### config.mk
export PLATFORM = sky130hd
export DESIGN_NAME = axi4_stitch_wr_arbiter
export DESIGN_NICKNAME = d
export VERILOG_FILES = /design/src/rtl/axi4_stitch_wr_arbiter.sv
export SDC_FILE = /design/constraint.sdc
export NUM_CORES = 1
export LEC_CHECK = 0
export ABC_AREA = 1
export CAP_MARGIN = 5
export CORE_AREA = 2 2 99 101
export DETAILED_ROUTE_END_ITERATION = 12
export DIE_AREA = 0 0 101 103
export DONT_BUFFER_PORTS = 1
export HOLD_SLACK_MARGIN = 0.1
export PLACE_DENSITY = 0.69
export SLEW_MARGIN = 20
export SYNTH_ARGS = -nofsm -noshare
export SYNTH_HDL_FRONTEND = slang
export SYNTH_SLANG_ARGS = --single-unit
### constraint.sdc
create_clock -name clk -period 5.6 [get_ports clk]
set_clock_uncertainty 0.15 [all_clocks]
set_input_delay 1.68 -clock clk [delete_from_list [all_inputs] [get_ports clk]]
set_output_delay 1.68 -clock clk [all_outputs]
set_load 0.02 [all_outputs]
### src/rtl/axi4_stitch_wr_arbiter.sv
// Two-requester AXI4 write arbiter stitching two half-width video streams into one
// double-width, double-buffered frame buffer; one burst in flight at a time.
module axi4_stitch_wr_arbiter #(
    parameter int unsigned DATA_WIDTH = 64,
    parameter int unsigned BURST_LEN  = 16,
    parameter int unsigned IMG_HDISP  = 640,
    parameter int unsigned IMG_VDISP  = 480,
    parameter logic [31:0] BASE_ADDR  = 32'h1000_0000,
    parameter logic [31:0] BUF_STRIDE = 32'h0038_4000
) (
    input  logic                  clk,
    input  logic                  rst_n,
    input  logic [1:0]            req_rdy,
    input  logic [1:0]            req_sof,
    input  logic [DATA_WIDTH-1:0] req_data0,
    input  logic [DATA_WIDTH-1:0] req_data1,
    output logic [1:0]            req_ren,
    output logic [31:0]           m_awaddr,
    output logic [7:0]            m_awlen,
    output logic                  m_awvalid,
    input  logic                  m_awready,
    output logic [DATA_WIDTH-1:0] m_wdata,
    output logic                  m_wvalid,
    output logic                  m_wlast,
    input  logic                  m_wready,
    input  logic                  m_bvalid,
    input  logic [1:0]            m_bresp,
    output logic                  m_bready,
    output logic [1:0]            frame_done,
    output logic [1:0]            buf_sel,
    output logic                  err
);

    localparam int unsigned BURST_BYTES = BURST_LEN * DATA_WIDTH / 8;
    localparam int unsigned COLS        = IMG_HDISP * 4 / BURST_BYTES;
    localparam int unsigned COL_W       = (COLS > 1) ? $clog2(COLS) : 1;
    localparam int unsigned LINE_W      = (IMG_VDISP > 1) ? $clog2(IMG_VDISP) : 1;
    localparam int unsigned BEAT_W      = (BURST_LEN > 1) ? $clog2(BURST_LEN) : 1;

    localparam logic [31:0]        LINE_BYTES = 32'(IMG_HDISP * 8);
    localparam logic [31:0]        HALF_BYTES = 32'(IMG_HDISP * 4);
    localparam logic [31:0]        BURST_B32  = 32'(BURST_BYTES);
    localparam logic [COL_W-1:0]   COL_LAST   = COL_W'(COLS - 1);
    localparam logic [LINE_W-1:0]  LINE_LAST  = LINE_W'(IMG_VDISP - 1);
    localparam logic [BEAT_W-1:0]  BEAT_LAST  = BEAT_W'(BURST_LEN - 1);

    typedef enum logic [1:0] {S_IDLE, S_AW, S_W, S_B} state_t;

    state_t                   state, state_nxt;
    logic                     grant_q, last_grant_q, grant_nxt, start, b_done;
    logic [31:0]              addr_q, addr_nxt;
    logic [BEAT_W-1:0]        beat_q;
    logic [1:0][COL_W-1:0]    col_q;
    logic [1:0][LINE_W-1:0]   line_q;
    logic [1:0]               sof_pend_q, buf_sel_q, frame_done_q, busy;
    logic                     err_q;

    always_comb begin
        start     = (state == S_IDLE) && (req_rdy != 2'b00);
        grant_nxt = (&req_rdy) ? ~last_grant_q : req_rdy[1];
        b_done    = (state == S_B) && m_bvalid;
        addr_nxt  = BASE_ADDR
                  + (buf_sel_q[grant_nxt] ? BUF_STRIDE : 32'd0)
                  + 32'(line_q[grant_nxt]) * LINE_BYTES
                  + (grant_nxt ? HALF_BYTES : 32'd0)
                  + 32'(col_q[grant_nxt]) * BURST_B32;
        // The grant cycle already counts as mid-burst so a coincident sof cannot
        // clear counters after the old address has been latched.
        busy[0] = ((state != S_IDLE) && !grant_q) || (start && !grant_nxt);
        busy[1] = ((state != S_IDLE) &&  grant_q) || (start &&  grant_nxt);
    end

    always_comb begin
        state_nxt = state;
        unique case (state)
            S_IDLE:  if (start) state_nxt = S_AW;
            S_AW:    if (m_awready) state_nxt = S_W;
            S_W:     if (m_wready && (beat_q == BEAT_LAST)) state_nxt = S_B;
            S_B:     if (m_bvalid) state_nxt = S_IDLE;
            default: state_nxt = S_IDLE;
        endcase
    end

    always_comb begin
        m_awvalid = (state == S_AW);
        m_awaddr  = m_awvalid ? addr_q : '0;
        m_awlen   = 8'(BURST_LEN - 1);
        m_wvalid  = (state == S_W);
        m_wdata   = m_wvalid ? (grant_q ? req_data1 : req_data0) : '0;
        m_wlast   = m_wvalid && (beat_q == BEAT_LAST);
        req_ren   = (m_wvalid && m_wready) ? (grant_q ? 2'b10 : 2'b01) : 2'b00;
        m_bready  = (state == S_B);
    end

    assign frame_done = frame_done_q;
    assign buf_sel    = buf_sel_q;
    assign err        = err_q;

    always_ff @(posedge clk) begin
        if (!rst_n) begin
            state        <= S_IDLE;
            grant_q      <= 1'b0;
            last_grant_q <= 1'b1;
            addr_q       <= '0;
            beat_q       <= '0;
            col_q        <= '0;
            line_q       <= '0;
            sof_pend_q   <= '0;
            buf_sel_q    <= '0;
            frame_done_q <= '0;
            err_q        <= 1'b0;
        end else begin
            state        <= state_nxt;
            frame_done_q <= '0;
            if (start) begin
                grant_q      <= grant_nxt;
                last_grant_q <= grant_nxt;
                addr_q       <= addr_nxt;
            end
            if (state == S_AW)
                beat_q <= '0;
            else if (m_wvalid && m_wready)
                beat_q <= beat_q + BEAT_W'(1);
            if (b_done && (m_bresp != 2'b00))
                err_q <= 1'b1;
            for (int unsigned k = 0; k < 2; k++) begin
                if (b_done && (grant_q == 1'(k))) begin
                    sof_pend_q[k] <= 1'b0;
                    if (sof_pend_q[k] || req_sof[k]) begin
                        col_q[k]  <= '0;
                        line_q[k] <= '0;
                    end else if (col_q[k] == COL_LAST) begin
                        col_q[k] <= '0;
                        if (line_q[k] == LINE_LAST) begin
                            line_q[k]       <= '0;
                            buf_sel_q[k]    <= ~buf_sel_q[k];
                            frame_done_q[k] <= 1'b1;
                        end else begin
                            line_q[k] <= line_q[k] + LINE_W'(1);
                        end
                    end else begin
                        col_q[k] <= col_q[k] + COL_W'(1);
                    end
                end else if (req_sof[k]) begin
                    if (busy[k]) begin
                        sof_pend_q[k] <= 1'b1;
                    end else begin
                        col_q[k]  <= '0;
                        line_q[k] <= '0;
                    end
                end
            end
        end
    end

endmodule

# == After elaboration in Yosys (flattened, before gate mapping) ==
# Cells that the tools add are included.
# op_classes
n_addsub,9
mul,1
order_cmp,1
n_eq_ne,16
n_mux,43
bitwise,11
reduce_logical,39
# op_table
cell,count
64-bit two-way mux,2
9-bit two-way mux,14
5-bit two-way mux,12
31-bit by 12-bit adder with 32-bit output,1
32-bit by 12-bit adder with 32-bit output,1
32-bit two-way mux,1
30-bit by 22-bit adder with 31-bit output,1
29-bit by 22-bit adder with 30-bit output (first input constant),1
22-bit two-way mux,1
9-bit by 1-bit adder with 9-bit output (second input constant),2
9-bit equality test (second input constant),2
1-bit logical AND,12
9-bit by 3-bit multiplier with 12-bit output (second input constant),1
12-bit two-way mux,1
2-bit two-way mux,6
4-bit AND reduction,3
1-bit NOT,11
5-bit by 1-bit adder with 5-bit output (second input constant),2
5-bit equality test (second input constant),2
2-bit AND reduction,5
2-bit nonzero test,5
2-bit by 1-bit inequality test with 1-bit output (second input constant),4
2-bit case mux with 4 select lines,1
4-bit OR reduction,2
other kinds (13),27
# totals
regBits,75
inputBits,139
out_inout_bits,115
elab_cells,136

# == Depth between registers and ports, before layout ==
# logic_depth
word_depth,9
ltp_mapped,24

# == Least setup slack after synthesis ==
# OpenSTA, ideal clock, no wires.
# synth_path
path_kind,input -> register
startpoint,input req_rdy[0]
endpoint,register addr_q[22]
setup_ps,117
arrival_time_ps,4936
slack_ps,397
path_stages,21
path_buffers,1
cell_sequence,nand2_1 -> nand2_4 -> clkbuf_1 -> nor2_1 -> o21bai_1 -> ha_1 -> ha_1 -> inv_1 -> fa_1 -> nand3b_1 -> nand2_1 -> a21oi_1 -> o21bai_1 -> nand2_1 -> a21boi_0 -> ha_1 -> ha_1 -> a21oi_1 -> a21oi_1 -> nor2_1 -> nor2_1
# synth_between
elab_chain_cells,9
elab_cells_between_ends,17
# synth_rtl
element,line,source
start: declaration,13,"input logic [1:0] req_rdy,"
branches (longest 9 deep; another with 31-bit by 12-bit adder with 32-bit output),n/a,
end signal: assignment,118,addr_q <= addr_nxt;
end: declaration,51,"logic [31:0] addr_q, addr_nxt;"
# Several ways; the timed one is not identified. The select of a mux whose other input is x is not followed.
# A chain may end at the register's enable or synchronous reset.

# == Final worst setup path ==
# Ends and elaborated chain as after synthesis.

==> run_results.csv <==
group,metric,value,unit
power_and_ir_drop,leakage,2.51,nW
logic_synthesis,synthCells,812,
setup_path,critPathRequiredTime,5.68,ns
hold_path,min_from,"line_q[13]",
hold_path,whs_path_depth,2,
timing,setup_viol,0,
setup_path,critPathLaunchType,"primary input",
power_and_ir_drop,switching_share,51.3,%
finish,register_area,0.00122,mm2
clocking,clk_path_buf_depth,2,
finish,final_cell_count_no_fill,917,
routing,drtIter0Drc,332,
clocking,cts_tree,"yes",
grt,antenna_found_initial,11,
timing,tightest_slew,0.893,ns
timing,slew_viol_final,0,
clocking,clk_pin_slew,0.07,ns
setup_path,end_kind,"register",
logic_synthesis,synth-warning-count,0,
clocking,cts_setup_buffers,0,
timing,setup_ws,0.500,ns
run_status,status,"finished, final reports clean",
finish,synthToLayoutAreaGrowth,3.59,%
grt,met2_usage,47.3,%
routing,viasPerCell,5.57,
logic_synthesis,synthMuxAreaShare,0,%
floorplanning,start_util,52.7,%
logic_synthesis,yosys.area.top_type,"dfxtp_1",
logic_synthesis,synth_area_leaders,"dfxtp_1, nor2_1, o21ai_0, ha_1, nand2_1",
logic_synthesis,ys_seq_area_share,24.5,%
setup_path,critical_path_class,"primary input to register",
grt,busiest_layer,"met2",
setup_path,cp_slowest_cell,"o21ai_0",
hold_path,hold_path_end,"line_q[13]",
routing,drtAntennaViolNets,0,
timing,rsz0062_at_grt,"no",
power_and_ir_drop,power_frac_seq,27.9,%
clocking,postCtsHoldBufs,0,
timing,max_slew_margin,39.9,%
finish,multi_input_area,0.00315,mm2
setup_path,crit_fanout,28,
finish,fin_nets,967,
placement,hpwl,14200,um
setup_path,cpMostUsedCell,"nand2_1",
clocking,cts_resized,0,
grt,grt_overflow,0,
timing,max_freq,196,MHz
power_and_ir_drop,power.switching,0.00100,W
finish,drive_above_1_share,6.27,%
clocking,clkLatencyLatePin,0.34,ns
grt,grt_use_met1,39.9,%
power_and_ir_drop,peakVddDrop,207,uV
logic_synthesis,yosys.area_share.xor_xnor,2.81,%
grt,grt_pass1_wl,24200,um
routing,first_pass_iters,5,
timing,setup-tns-final,0,ns
placement,gp_congestion,0.913,
logic_synthesis,synth_top_family_by_area,"simple AND/OR/NAND/NOR gates",
setup_path,rr_startpoint,"last_grant_q",
floorplanning,core-area,0.00946,mm2
clocking,cts_sinks,61,
finish,fill_cells,989,
logic_synthesis,synth_cell_type_count,44,
placement,portBuffers,0,
logic_synthesis,yosys.area_share.simple,31.6,%
logic_synthesis,synthAdderAreaFrac,9.09,%
logic_synthesis,synth-seq-cells,61,
setup_path,cp_cell_sequence,"nand2_1 > nand2_4 > o21ai_0 > ha_1 > ha_1 > inv_1 > fa_1 > nand3b_1 > nand2_1 > a21oi_1 > o21bai_1 > nand2_1 > a21boi_0 > ha_1 > ha_1 > nand2_1 > inv_1 > nand3_1 > nand3_1 > nand2_1 > nor2_1 > nor2_1",
routing,drt-total-wl,17300,um
clocking,clockRootBuffer,"clkbuf_8",
floorplanning,die_w,101,um
routing,wl_per_cell,18.9,um
grt,grtUsageTotal,31.7,%
power_and_ir_drop,p_clk_share,20.8,%
setup_path,slowest_delay,0.42,ns
clocking,cts_max_level,3,
grt,grt_max_degree,69,
placement,dp.cells,896,
setup_path,cp_data_arrival_time,5.18,ns
floorplanning,die-area,0.0104,mm2
routing,vias,5106,
clocking,numCtsBuffers,9,
timing,timing.hold.ws,0.325,ns
hold_path,hold_class,"register to register",
logic_synthesis,syn_area_per_cell,6.14,um2
grt,grt_pass1_vias,4382,
floorplanning,die_y,103,um
routing,drc,0,
timing,hold_viol,0,
setup_path,rrSetupSlack,1.45,ns
timing,final.period_utilization,91.1,%
power_and_ir_drop,p_comb_share,51.3,%
setup_path,r2r_cells,23,
logic_synthesis,synth.most_common_cell,"nor2_1",
setup_path,cp_top_family,"adder cells",
logic_synthesis,async_flop_share,0,%
logic_synthesis,synth_edf_count,0,
setup_path,critPathBufInv,2,
logic_synthesis,synthFlopType,"dfxtp_1",
floorplanning,num_rows,36,
logic_synthesis,synth_common_cells,"nor2_1, nand2_1, inv_1, o21ai_0, dfxtp_1",
power_and_ir_drop,p_int,0.000950,W
grt,grt_util_met3,17.6,%
floorplanning,ios,254,
timing,finalWorstPathRequiredPeriod,5.10,ns
logic_synthesis,netlist_area,0.00498,mm2
logic_synthesis,synth_compound_gate_area_share,18.0,%
placement,pre_cts_ws,0.186,ns
setup_path,r2r_end,"addr_q[22]",
run,cap_viol_max_count,0,
logic_synthesis,yosysTopAreaCellShare,24.5,%
power_and_ir_drop,power.density,378,mW/mm2
-- registers in the layout, indices dropped and copies added (netlist names) --
register	count
state	2
col_q	10
sof_pend_q	2
last_grant_q	1
addr_q	18
beat_q	4
grant_q	1
err	1
buf_sel	2
line_q	18
frame_done	2
-- cell families (layout without fill, tap and decap cells) --
family,count (synthesis),after routing
buf+inv,161,126
other cells,2,28
fa+ha+maj,35,35
xor+xnor,16,16
simple gates,372,372
flops,61,61
compound gates,165,165
-- placed cells by master, fill, tap and decap left out, types with 2 or more instances in the layout --
cell type,instances
inv_2,3
a31oi_1,5
nand3_1,25
nor2_4,3
dfxtp_1,60
a22oi_1,2
ha_1,32
nor3_1,8
o21bai_1,3
o21ai_0,100
nand2_2,4
nand4_1,9
inv_1,103
buf_4,4
diode_2,6
or2_2,4
conb_1,22
a21oi_1,35
fa_1,2
nor4_1,2
clkbuf_8,11
xor2_1,9
clkinv_2,2
o21ai_1,6
nand2_4,6
nand2_1,107
nor2_1,199
xnor2_1,7
o21ai_2,3
nand3b_1,3
-- through the flow --
step	cell area [um2]	util (%)	total power (W)
finish	5160	54.6	0.00195
floorplan	5060	-	0.00137
detailed placement	4950	52.3	0.00154
global route	5150	54.4	0.00210
CTS	5150	54.4	0.00194
global placement	4950	52.3	0.00152
-- worst register-to-register path, stage by stage, from the launching register on --
cell      delay, ns
dfxtp_1        0.40
nand2_1        0.11
nand2_4        0.22
nor2_1         0.11
o21bai_1       0.17
ha_1           0.28
ha_1           0.19
inv_1          0.07
fa_1           0.40
nand3b_1       0.21
nand2_1        0.11
a21oi_1        0.07
o21bai_1       0.19
nand2_1        0.07
a21boi_0       0.17
ha_1           0.26
ha_1           0.34
nand2_1        0.07
inv_1          0.07
nand3_1        0.09
nand3_1        0.09
nand2_1        0.05
nor2_1         0.10
nor2_1         0.04
-- power by group through the flow --
| stage | sequential (W) | combinational [W] | clock [W] |
|---|---|---|---|
| 2_1_floorplan | 0.000542 | 0.000833 | 0 |
| 3_3_place_gp | 0.000553 | 0.000972 | 0 |
| 3_5_place_dp | 0.000553 | 0.000986 | 0 |
| 4_1_cts | 0.000544 | 0.000991 | 0.000409 |
| 5_1_grt | 0.000552 | 0.00112 | 0.000427 |
| 6_report | 0.000545 | 0.00100 | 0.000406 |
-- final cells by class --
| class | count | area share [%] |
|---|---|---|
| flip-flops and latches | 61 | 23.7 |
| diodes | 6 | 0.291 |
| inverters | 107 | 7.83 |
| multi-input cells | 610 | 61.0 |
| well taps | 114 | 2.76 |
| repair buffers | 4 | 0.582 |
| clock inverters | 4 | 0.921 |
| clock buffers | 11 | 2.93 |
-- worst max path at each step --
stage               startpoint    endpoint  cells past startpoint
global route        req_rdy[0]  addr_q[22]                     22
detailed placement  req_rdy[0]  addr_q[22]                     22
CTS                 req_rdy[0]  addr_q[22]                     22
global placement    req_rdy[0]  addr_q[22]                     19
finish              req_rdy[0]  addr_q[22]                     22
floorplan           req_rdy[0]  addr_q[22]                     21
-- metal layers --
layer  vias to the layer above  wire (um)
li1                       2511          -
met1                      2315       7110
met2                       241       7460
met3                        29       2370
met4                        10        342
met5                         -         68
Note: power is estimated with default switching activity, not from simulation.
